$ cat src/rtl/ifetch_pair.sv
// Fetch-side producer for the instruction buffer: fetch PC generation, cache req/addr_ok/data_ok
// handshake, and 64-bit response split into up to two slots. Macro IFETCH_BPU_EN enables prediction.
module ifetch_pair #(
    parameter logic [31:0] RESET_PC       = 32'hBFC0_0000,
    parameter int          BPBPacketWidth = 16
) (
    input  logic                      clk,
    input  logic                      rst,
    input  logic                      flush,
    input  logic [31:0]               flush_pc,
    input  logic                      instbuffer_full,
    output logic                      inst_req,
    output logic [31:0]               inst_addr,
    input  logic                      inst_addr_ok,
    input  logic                      inst_data_ok,
    input  logic [63:0]               inst_rdata,
    input  logic                      bpu_taken,
    input  logic                      bpu_slot,
    input  logic [31:0]               bpu_target,
    input  logic [BPBPacketWidth-1:0] bpu_pkt,
    output logic [31:0]               inst_o1,
    output logic [31:0]               inst_o2,
    output logic [31:0]               inst_addr_o1,
    output logic [31:0]               inst_addr_o2,
    output logic                      inst_valid_o1,
    output logic                      inst_valid_o2,
    output logic [BPBPacketWidth-1:0] predict_pkt_o1,
    output logic [BPBPacketWidth-1:0] predict_pkt_o2
);

`ifdef IFETCH_BPU_EN
    localparam bit BpuEn = 1'b1;
`else
    localparam bit BpuEn = 1'b0;
`endif

    typedef enum logic [1:0] {
        S_IDLE = 2'd0,
        S_REQ  = 2'd1,
        S_WAIT = 2'd2
    } state_t;

    state_t      state;
    logic [31:0] pc;            // next address to fetch
    logic [31:0] pending_tgt;   // branch target held across the delay-slot fetch
    logic        force_single;
    logic        drop;
    logic [31:0] req_addr;      // address of the request in flight, held for the handshake
    logic        req_single;    // in-flight request writes slot 1 only

    logic [31:0] pc_n;
    logic [31:0] tgt_n;
    logic        fs_n;
    logic        drop_n;
    logic        resp;
    logic        accept;
    logic        pair;
    logic        start_req;
    logic [31:0] seq_pc;
    logic [BPBPacketWidth-1:0] pkt1_n;
    logic [BPBPacketWidth-1:0] pkt2_n;

    assign inst_req  = (state == S_REQ);
    assign inst_addr = req_addr;

    // NOTE: every variable gets a default at the top of always_comb so no path leaves it unassigned and infers a latch.
    always_comb begin
        pc_n   = pc;
        tgt_n  = pending_tgt;
        fs_n   = force_single;
        drop_n = drop;
        pkt1_n = '0;
        pkt2_n = '0;
        resp   = (state == S_WAIT) && inst_data_ok;
        accept = resp && !drop && !flush;
        pair   = !req_single;
        seq_pc = req_addr + (pair ? 32'd8 : 32'd4);

        if (resp && drop) begin
            drop_n = 1'b0;
        end

        if (accept) begin
            if (force_single) begin
                // This response is the delay slot; now jump to the remembered target.
                pc_n = pending_tgt;
                fs_n = 1'b0;
            end else begin
                pc_n = seq_pc;
                if (BpuEn) begin
                    if (pair && bpu_slot) begin
                        pkt2_n = bpu_pkt;
                    end else begin
                        pkt1_n = bpu_pkt;
                    end
                    if (bpu_taken) begin
                        if (pair && !bpu_slot) begin
                            pc_n = bpu_target;
                        end else begin
                            // Delay slot not in this pair: fetch it alone first.
                            fs_n  = 1'b1;
                            tgt_n = bpu_target;
                        end
                    end
                end
            end
        end

        if (flush) begin
            pc_n = flush_pc;
            fs_n = 1'b0;
            if ((state == S_REQ) || ((state == S_WAIT) && !inst_data_ok)) begin
                drop_n = 1'b1;
            end
        end

        start_req = ((state == S_IDLE) || resp) && !instbuffer_full;
    end

    // NOTE: sequential state uses non-blocking assignments so every register samples pre-edge values.
    always_ff @(posedge clk or negedge rst) begin
        if (!rst) begin
            state          <= S_IDLE;
            pc             <= RESET_PC;
            pending_tgt    <= '0;
            force_single   <= 1'b0;
            drop           <= 1'b0;
            req_addr       <= RESET_PC;
            req_single     <= 1'b0;
            inst_o1        <= '0;
            inst_o2        <= '0;
            inst_addr_o1   <= '0;
            inst_addr_o2   <= '0;
            inst_valid_o1  <= 1'b0;
            inst_valid_o2  <= 1'b0;
            predict_pkt_o1 <= '0;
            predict_pkt_o2 <= '0;
        end else begin
            pc           <= pc_n;
            pending_tgt  <= tgt_n;
            force_single <= fs_n;
            drop         <= drop_n;

            case (state)
                S_IDLE: if (!instbuffer_full) state <= S_REQ;
                S_REQ:  if (inst_addr_ok) state <= S_WAIT;
                S_WAIT: if (inst_data_ok) state <= instbuffer_full ? S_IDLE : S_REQ;
                default: state <= S_IDLE;
            endcase

            if (start_req) begin
                req_addr   <= pc_n;
                req_single <= pc_n[2] | fs_n;
            end

            inst_valid_o1 <= accept;
            inst_valid_o2 <= accept && pair;
            if (accept) begin
                inst_o1        <= req_addr[2] ? inst_rdata[63:32] : inst_rdata[31:0];
                inst_o2        <= pair ? inst_rdata[63:32] : 32'd0;
                inst_addr_o1   <= req_addr;
                inst_addr_o2   <= req_addr + 32'd4;
                predict_pkt_o1 <= pkt1_n;
                predict_pkt_o2 <= pkt2_n;
            end
        end
    end

endmodule

$ cat config.mk
export PLATFORM = sky130hd
export DESIGN_NAME = ifetch_pair
export DESIGN_NICKNAME = d
export VERILOG_FILES = /design/src/rtl/ifetch_pair.sv
export SDC_FILE = /design/constraint.sdc
export NUM_CORES = 1
export LEC_CHECK = 0
export BUFFER_PORTS_ARGS = -buffer_cell sky130_fd_sc_hd__buf_4
export CAP_MARGIN = 25
export CELL_PAD_IN_SITES_DETAIL_PLACEMENT = 0
export CELL_PAD_IN_SITES_GLOBAL_PLACEMENT = 1
export CORE_ASPECT_RATIO = 0.75
export CORE_MARGIN = 4
export CORE_UTILIZATION = 37
export DETAILED_ROUTE_END_ITERATION = 7
export PLACE_DENSITY = 0.91
export SLEW_MARGIN = 30
export SYNTH_ARGS = -nofsm -noshare
export SYNTH_HDL_FRONTEND = slang
export SYNTH_SLANG_ARGS = --single-unit
$ cat constraint.sdc
create_clock -name clk -period 3.3 [get_ports clk]
set_input_delay 0.33 -clock clk [delete_from_list [all_inputs] [get_ports clk]]
set_output_delay 0.33 -clock clk [all_outputs]
set_load 0.05 [all_outputs]
==> flow_summary.json, run 1 <==
{
  "synth_seq_area_share": 0.507,
  "synth_largest_area_cell": "dfrtp_1",
  "critPathCapture": "inst_addr[26]",
  "end_kind": "flop",
  "clk_latency_ns": 0.45,
  "yosys_warnings": 0,
  "swShare": 0.511,
  "final-seq-area_mm2": 0.00495,
  "syn_inst": 1053,
  "power.share.combinational": 0.512,
  "multi_input_area_mm2": 0.00427,
  "drv_slew": 0,
  "n_antenna_cell": 0,
  "overflow": 0,
  "worstSetupStartpointType": "flop",
  "rows": 51,
  "cts-root-buf": "clkbuf_16",
  "synth_ff_type": "dfrtp_1",
  "reg2reg_slack_ns": 0.62,
  "die_y_um": 149,
  "reg2reg_to": "inst_addr[26]",
  "clkPwrFrac": 0.160,
  "hold_violations": 0,
  "p_per_area_mw_per_mm2": 1030,
  "cp_top_family": "simple AND/OR/NAND/NOR gates",
  "max_stage_delay_ns": 0.65,
  "worst_ep_arrival_time_ns": 3.06,
  "rr_worst_depth": 6,
  "drc_errors": 0,
  "peakVddDrop_mv": 0.692,
  "fin_crit_ns": 2.68,
  "path_buf_inv": 1,
  "grt_pass1_wl_um": 46200,
  "ant_nets": 0,
  "finalNetCount": 1427,
  "layout_common_cells": "buf_4, nand2_1, dfrtp_1",
  "firstDrtPassIters": 5,
  "place.gp.congestion": 0.884,
  "vias": 8301,
  "grt_max_degree": 139,
  "min_path_type": "in2reg",
  "crit_type": "reg2reg",
  "core_mm2": 0.0260,
  "cts_sinks": 197,
  "cts_resized": 0,
  "cp.depth": 6,
  "rsz0062_at_grt": "false",
  "routedWlPerCell_um": 18.3,
  "cp.required_ns": 3.68,
  "clk_pin_slew_worst_paths_ns": 0.08,
  "grt_usage": 0.201,
  "io_buffers": 264,
  "critPathSlowestCell": "or4_4",
  "area_growth_pct": 27.5,
  "power.internal_mw": 6.25,
  "setup_viol": 0,
  "die_w_um": 196,
  "max_cap_violations": 0,
  "synth_area_mm2": 0.00977,
  "drt-initial-drc-count": 396,
  "crit_start": "inst_addr[3]",
  "path_cells": "inv_1 > fa_1 > or4_4 > nor4b_4 > o21ai_1 > a22o_1",
  "synth_top_cell_area_share": 0.459,
  "detail_route.wirelength_um": 29900,
  "timing.setup.tns_ns": 0,
  "initial_utilization": 0.376,
  "synth_edf_count": 0,
  "synth_area_leaders": "dfrtp_1, nand2_1, o21ai_0",
  "clock_path_buffers": 2,
  "synth_area_per_cell_um2": 9.28,
  "cts_made_buffers": 17,
  "status": "finished clean",
  "synth_cell_types": 61,
  "dp_hpwl_um": 21300,
  "max_freq_mhz": 373,
  "p_switching_mw": 6.54,
  "hold_slack_ns": 0.0983,
  "ys_ff_latch": 197,
  "slew_headroom": 0.504,
  "p_leak_nw": 5.90,
  "crit_fanout": 8,
  "post-route-period-util": 0.813,
  "final_common_cell": "buf_4",
  "die_area_mm2": 0.0291,
  "fill_cells": 2511,
  "rr_startpoint": "inst_addr[3]",
  "grt_pass1_vias": 8234,
  "drive_gt1_frac": 0.280,
  "pwr-share-seq": 0.328,
  "async_flop_share": 1.00,
  "finalClockSkew_ns": 0.0162,
  "cts_tree": "yes",
  "antenna_found_initial": 0,
  "post_drt_via_cell_ratio": 5.10,
  "io_pins": 347,
  "tightest_slew_ns": 0.744,
  "htree_num_levels": 4
}
==> stage by stage <==
stage	cell area (um2)	worst slack [ns]	util	std cells	power, mW
floorplan	9880	0.549	-	1084	8.61
global placement	11900	0.763	0.457	1595	10.7
detailed placement	11900	0.707	0.457	1595	10.8
CTS	12500	0.664	0.480	1628	12.9
global route	12500	0.553	0.480	1628	13.5
finish	12500	0.617	0.480	1628	12.8
==> area by class of cell <==
type | count | share of cell area
flip-flops and latches | 197 | 0.398
clock inverters | 15 | 0.0113
multi-input cells | 752 | 0.343
clock buffers | 17 | 0.0342
inverters | 20 | 0.00603
well taps | 344 | 0.0346
repair buffers | 283 | 0.173
==> synthesized netlist by cell type (2+ instances only) <==
cell type and number:
nor2_1 20, dfstp_2 18, buf_4 36, o21ai_1 7
or3_1 4, a21o_1 5, o31a_1 13, ha_1 3
and3_1 6, a21oi_1 33, xnor2_1 37, buf_2 16
nor4_2 3, nor3b_1 4, o22ai_1 9, xor2_1 14
nor2b_1 23, o31ai_1 2, nand4b_1 2, buf_1 4
inv_1 19, nand4_1 19, and2_1 6, a22oi_1 18
or2_2 3, dfrtp_1 179, o2bb2ai_1 2, nand2b_1 2
nor3_1 17, nand2_1 235, o21ai_0 148, o41ai_1 2
nand3_1 13, nor3_2 2, or4_1 2, clkbuf_1 58
mux2_2 10, mux2i_1 32, a22o_1 3, nor4_1 3
==> logic make-up (layout without fill, tap and decap cells) <==
group / Yosys count / count (layout) / synth area share
multiplexers: 42 / 42 / 0.0443
adder cells (fa/ha/maj): 4 / 4 / 0.00589
XOR/XNOR: 51 / 51 / 0.0457
buffers and inverters: 135 / 335 / 0.0685
AND/OR/NAND/NOR: 373 / 373 / 0.182
AO/OA/AOI/OAI: 250 / 250 / 0.146
flip-flops: 197 / 197 / 0.507
other: 1 / 32 / 0.000384
==> power groups by stage <==
stage	Sequential [mW]	Combinational [mW]	Clock, mW
after floorplan	6.49	2.12	0
after global placement	4.17	6.52	0
after detailed placement	4.21	6.59	0
after CTS	4.18	6.61	2.09
after global routing	4.31	6.95	2.20
final	4.20	6.55	2.04
==> registers in the layout, indices dropped and copies added, names as in the netlist <==
signal         count
drop               1
force_single       1
inst_addr         32
inst_addr_o1      32
inst_addr_o2      30
inst_o1           32
inst_o2           32
inst_valid_o1      1
inst_valid_o2      1
pc                32
req_single         1
state              2
==> worst min path at each step <==
stage | start | endpoint | slack [ns] | cells after the start
global route | inst_addr_ok | state[0] | 0.12 | 2
detailed placement | rst | inst_o1[10] | 0.45 | 1
global placement | rst | inst_o1[10] | 0.45 | 1
CTS | inst_addr_ok | state[0] | 0.08 | 2
floorplan | rst | drop | 0.03 | 0
finish | inst_addr_ok | state[0] | 0.1 | 2
==> layer usage <==
layer  GRT usage  routed length, um  up-vias
met1       0.280              13200     4000
met2       0.317              13900      324
met5           0                  0        -
met3      0.0500               2370       27
met4      0.0516                434        0
li1            -                  -     3950
==> what timing repair did <==
| item | 4_1_cts | 5_1_grt |
|---|---|---|
| setup buffers | 0 | 0 |
| hold endpoints to repair | 72 | 0 |
| hold buffers | 1 | 0 |
| setup endpoints to repair | 0 | 0 |
==> worst reg2reg max path: stages, from the launching register on <==
cell     delay [ns]
dfrtp_1        0.56
inv_1          0.15
fa_1           0.59
or4_4          0.65
nor4b_4        0.33
o21ai_1        0.10
a22o_1         0.25
(Power assumes the default switching activity.)
==> run 2: changes to the inputs <==
==> constraint.sdc (replaced) <==
create_clock -name clk -period 2.75 [get_ports clk]
set_input_delay 0.275 -clock clk [delete_from_list [all_inputs] [get_ports clk]]
set_output_delay 0.275 -clock clk [all_outputs]
set_load 0.05 [all_outputs]
==> run 2 against run 1 <==
  * Non-clock buffer count is 14 higher
  * Utilization grew 0.51 points
  * Clock power increased by 22%
  * Register-to-register slack got worse by 0.44 ns
  * Sequential power rose by 15%
  * Setup slack worse by 0.44 ns
  * Critical path type unchanged
  * Highest routed layer unchanged
==> flow_summary.json, run 2 (synthesized netlist as in run 1, its figures left out) <==
{
  "clk_latency_ns": 0.44,
  "status": "finished clean",
  "post_drt_via_cell_ratio": 5.18,
  "n_antenna_cell": 0,
  "grt_pass1_vias": 8208,
  "min_from": "inst_addr_ok",
  "overflow": 0,
  "worstSetupStartpointType": "flop",
  "clkPwrFrac": 0.160,
  "core_mm2": 0.0260,
  "cts-root-buf": "clkbuf_16",
  "finalNetCount": 1441,
  "grt_max_degree": 113,
  "path_buf_inv": 3,
  "rsz0062_at_grt": "false",
  "end_kind": "flop",
  "htree_num_levels": 4,
  "antenna_found_initial": 0,
  "clock_path_buffers": 2,
  "drive_gt1_frac": 0.289,
  "ant_nets": 0,
  "swShare": 0.505,
  "crit_fanout": 11,
  "die_area_mm2": 0.0291,
  "rows": 51,
  "drt-initial-drc-count": 634,
  "routedWlPerCell_um": 18.5,
  "dp_hpwl_um": 22000,
  "max_stage_delay_ns": 0.43,
  "cp.required_ns": 3.10,
  "cts_resized": 0,
  "io_pins": 347,
  "detail_route.wirelength_um": 30400,
  "power.share.combinational": 0.531,
  "worst_ep_arrival_time_ns": 2.92,
  "reg2reg_slack_ns": 0.17,
  "p_leak_nw": 5.98,
  "area_growth_pct": 28.9,
  "pwr-share-seq": 0.309,
  "clk_pin_slew_worst_paths_ns": 0.08,
  "post-route-period-util": 0.936,
  "hold_slack_ns": 0.0444,
  "rr_worst_depth": 9,
  "crit_top_cell": "buf_4",
  "slew_headroom": 0.526,
  "layout_common_cells": "buf_4, nand2_1, dfrtp_1",
  "die_y_um": 149,
  "hold_violations": 0,
  "fill_cells": 2450,
  "firstDrtPassIters": 5,
  "max_cap_violations": 0,
  "fin_crit_ns": 2.58,
  "setup_viol": 0,
  "cts_tree": "yes",
  "rr_startpoint": "req_single",
  "p_switching_mw": 7.87,
  "crit_type": "reg2reg",
  "place.gp.congestion": 0.880,
  "postCtsHoldBufs": 1,
  "final_common_cell": "buf_4",
  "path_cells": "ha_1 > inv_1 > fa_1 > buf_4 > nor4_1 > buf_4 > nand4b_1 > o31a_1 > o22ai_1",
  "reg2reg_to": "inst_addr[30]",
  "hold_depth": 3,
  "finalClockSkew_ns": 0.0156,
  "multi_input_area_mm2": 0.00427,
  "cp_top_family": "adder cells",
  "p_per_area_mw_per_mm2": 1240,
  "drc_errors": 0,
  "cts_made_buffers": 17,
  "grt_pass1_wl_um": 46700,
  "final-seq-area_mm2": 0.00495,
  "grt_usage": 0.202,
  "min_path_type": "in2reg",
  "io_buffers": 264,
  "post-route-util": 0.485,
  "peakVddDrop_mv": 0.892,
  "power.internal_mw": 7.70,
  "die_w_um": 196,
  "drv_slew": 0,
  "critPathSlowestCell": "dfrtp_1",
  "cts_sinks": 197,
  "timing.setup.tns_ns": 0,
  "hold_path_end": "state[1]",
  "postCtsSetupBuffers": 0,
  "initial_utilization": 0.376,
  "max_freq_mhz": 388,
  "tightest_slew_ns": 0.710,
  "vias": 8498
}
==> run 2: cell types whose count changed in the layout (fill, tap and decap cells not counted) <==
cell and change:
buf_4 +12, buf_12 +2, clkinv_2 +2, bufinv_16 +1
clkinv_4 -1, clkinv_8 -1, clkinvlp_4 +1, inv_1 -1
inv_2 +1, inv_6 -1, inv_8 -1
==> run 2: metal layers <==
layer / track usage / routed length (um) / vias up
li1: - / - / 3979
met1: 0.277 / 13100 / 4190
met2: 0.321 / 14500 / 303
met3: 0.0607 / 2520 / 26
met4: 0.0450 / 350 / 0
met5: 0 / 0 / -
==> run 2: power by group through the flow <==
stage	sequential, mW	clock, mW	combinational, mW
after floorplan	7.79	0	2.54
after global placement	4.80	0	8.18
after detailed placement	4.85	0	8.30
after CTS	4.80	2.55	8.32
after global routing	4.95	2.68	8.75
final	4.82	2.49	8.27
==> run 2: how the worst max path moves through the flow <==
stage	from	endpoint	slack [ns]	cells past startpoint
3_3_place_gp	req_single	inst_addr[30]	0.32	9
2_1_floorplan	inst_addr[3]	inst_addr[26]	0.05	7
3_5_place_dp	req_single	inst_addr[30]	0.27	9
4_1_cts	req_single	inst_addr[30]	0.23	9
5_1_grt	req_single	inst_addr[30]	0.09	9
6_report	req_single	inst_addr[30]	0.17	9
==> run 2: final cells by class <==
| class | instances | share of cell area |
|---|---|---|
| tap | 344 | 0.0342 |
| sequential | 197 | 0.394 |
| multi-input combinational | 752 | 0.339 |
| clock inverter | 15 | 0.0113 |
| timing repair buffer | 297 | 0.182 |
| clock buffer | 17 | 0.0338 |
| inverter | 20 | 0.00596 |
==> run 2: per-stage QoR <==
step / cells / total power, mW / cell area, um2 / worst slack [ns]
floorplan: 1084 / 10.3 / 9890 / 0.0454
global route: 1642 / 16.4 / 12600 / 0.0895
detailed placement: 1609 / 13.1 / 12000 / 0.271
finish: 1642 / 15.6 / 12600 / 0.175
CTS: 1642 / 15.7 / 12600 / 0.232
global placement: 1609 / 13.0 / 12000 / 0.324
==> run 2: worst min-delay path, stage by stage <==
cell	delay, ns
buf_4	0.08
nand2_1	0.04
o21ai_0	0.06
==> run 3: changes to the inputs <==
--- a/config.mk
+++ b/config.mk
@@ -11,9 +11,9 @@
 export CELL_PAD_IN_SITES_GLOBAL_PLACEMENT = 1
 export CORE_ASPECT_RATIO = 0.75
 export CORE_MARGIN = 4
-export CORE_UTILIZATION = 37
+export CORE_UTILIZATION = 40
 export DETAILED_ROUTE_END_ITERATION = 7
-export PLACE_DENSITY = 0.91
+export PLACE_DENSITY = 0.95
 export SLEW_MARGIN = 30
 export SYNTH_ARGS = -nofsm -noshare
 export SYNTH_HDL_FRONTEND = slang
==> constraint.sdc (replaced) <==
create_clock -name clk -period 3.05 [get_ports clk]
set_input_delay 0.305 -clock clk [delete_from_list [all_inputs] [get_ports clk]]
set_output_delay 0.305 -clock clk [all_outputs]
set_load 0.05 [all_outputs]
==> run 3 against run 2 <==
  * Clock skew decreased by 0.0033 ns
  * Total power is 10% lower
  * Clock-buffer cell count stayed put
  * Flip-flop and latch count is the same
  * Die area down 7.2%
  * Via count fell by 1.2%
  * Highest routed layer unchanged
==> flow_summary.json, run 3 (synthesized netlist as in run 1, its figures left out) <==
{
  "drv_slew": 0,
  "cts-root-buf": "clkbuf_16",
  "grt_usage": 0.208,
  "grt_pass1_vias": 7957,
  "critPathCapture": "inst_addr[26]",
  "firstDrtPassIters": 5,
  "rr_startpoint": "req_single",
  "core_mm2": 0.0240,
  "drt-initial-drc-count": 556,
  "final_area_mm2": 0.0125,
  "n_antenna_cell": 0,
  "post-route-period-util": 0.844,
  "area_growth_pct": 27.9,
  "io_buffers": 264,
  "final_common_cell": "buf_4",
  "worstSetupStartpointType": "flop",
  "fill_cells": 2193,
  "cts_sinks": 197,
  "die_w_um": 188,
  "cp.required_ns": 3.42,
  "place.gp.congestion": 0.855,
  "ant_nets": 0,
  "setup_viol": 0,
  "clock_path_buffers": 2,
  "cts_made_buffers": 17,
  "dpl_cell_area_mm2": 0.0119,
  "vias": 8395,
  "hold_slack_ns": 0.0595,
  "rr_worst_depth": 7,
  "antenna_found_initial": 0,
  "die_area_mm2": 0.0270,
  "reg2reg_slack_ns": 0.48,
  "crit_type": "reg2reg",
  "tightest_slew_ns": 0.768,
  "fin_crit_ns": 2.57,
  "crit_fanout": 8,
  "postCtsSetupBuffers": 0,
  "timing.setup.tns_ns": 0,
  "routedWlPerCell_um": 17.9,
  "overflow": 0,
  "clk_latency_ns": 0.44,
  "max_freq_mhz": 388,
  "rsz0062_at_grt": "false",
  "peakVddDrop_mv": 0.621,
  "dpl_worst_slack_ns": 0.490,
  "rows": 49,
  "p_per_area_mw_per_mm2": 1120,
  "finalClockSkew_ns": 0.0123,
  "detail_route.wirelength_um": 28900,
  "grt_max_degree": 111,
  "post-route-util": 0.521,
  "dp_hpwl_um": 20700,
  "clk_pin_slew_worst_paths_ns": 0.08,
  "p_leak_nw": 5.92,
  "die_y_um": 143,
  "crit_start": "req_single",
  "layout_common_cells": "buf_4, nand2_1, dfrtp_1",
  "setup_ws_ns": 0.476,
  "min_path_type": "in2reg",
  "max_cap_violations": 0,
  "drc_errors": 0,
  "initial_utilization": 0.407,
  "end_kind": "flop",
  "post_drt_via_cell_ratio": 5.20,
  "status": "finished clean",
  "reg2reg_to": "inst_addr[26]",
  "io_pins": 347,
  "grt_pass1_wl_um": 44600,
  "worst_ep_arrival_time_ns": 2.95,
  "drive_gt1_frac": 0.280,
  "finalNetCount": 1427,
  "htree_num_levels": 4,
  "cts_tree": "yes",
  "slew_headroom": 0.488,
  "hold_violations": 0
}
run 3: layout make-up:
cell class	count	area (um2)	area share
Inverter	20	75.1	0.00601
Sequential cell	197	4950	0.397
Clock inverter	15	168	0.0134
Timing Repair Buffer	283	2180	0.175
Clock buffer	17	425	0.0341
Multi-Input combinational cell	752	4270	0.342
Tap cell	331	414	0.0332
run 3: per-stage QoR:
step	cells	power, mW
after floorplan	1084	9.31
after global placement	1582	11.6
after detailed placement	1582	11.7
after CTS	1615	14.0
after global routing	1615	14.7
final	1615	13.9
run 3: power by group:
part | switching, mW | leakage, nW | internal [mW]
combinational | 5.00 | 3.14 | 2.14
clock | 1.09 | 0.285 | 1.23
sequential | 0.927 | 2.50 | 3.56
total | 7.02 | 5.92 | 6.93
run 3: timing repair:
item / CTS / global route
endpoints found under the hold margin: 69 / 0
resized for setup: 0 / 0
endpoints found under the setup margin: 0 / 0
hold buffers: 1 / 0
run 3: how the worst min path moves through the flow:
| stage | from | to | slack [ns] | cells past startpoint |
|---|---|---|---|---|
| global placement | rst | inst_o1[10] | 0.44 | 1 |
| floorplan | rst | drop | 0.009 | 0 |
| global route | inst_addr_ok | state[0] | 0.05 | 2 |
| finish | inst_addr_ok | state[0] | 0.06 | 2 |
| detailed placement | rst | inst_o1[10] | 0.43 | 1 |
| CTS | inst_addr_ok | state[0] | 0.04 | 2 |
run 3: worst max-delay path: stages, from the launching register on:
cell and delay [ns]:
dfrtp_1 0.42, ha_1 0.22, inv_1 0.06, fa_1 0.51
or4_4 0.65, nor4b_4 0.32, o21ai_1 0.09, a22o_1 0.24
run 3: routing by layer:
layer,global-route usage,wire (um),share of wire
met5,0,0,0
met3,0.0607,2630,0.091
met2,0.331,13600,0.47
met4,0.0502,374,0.013
met1,0.285,12300,0.43
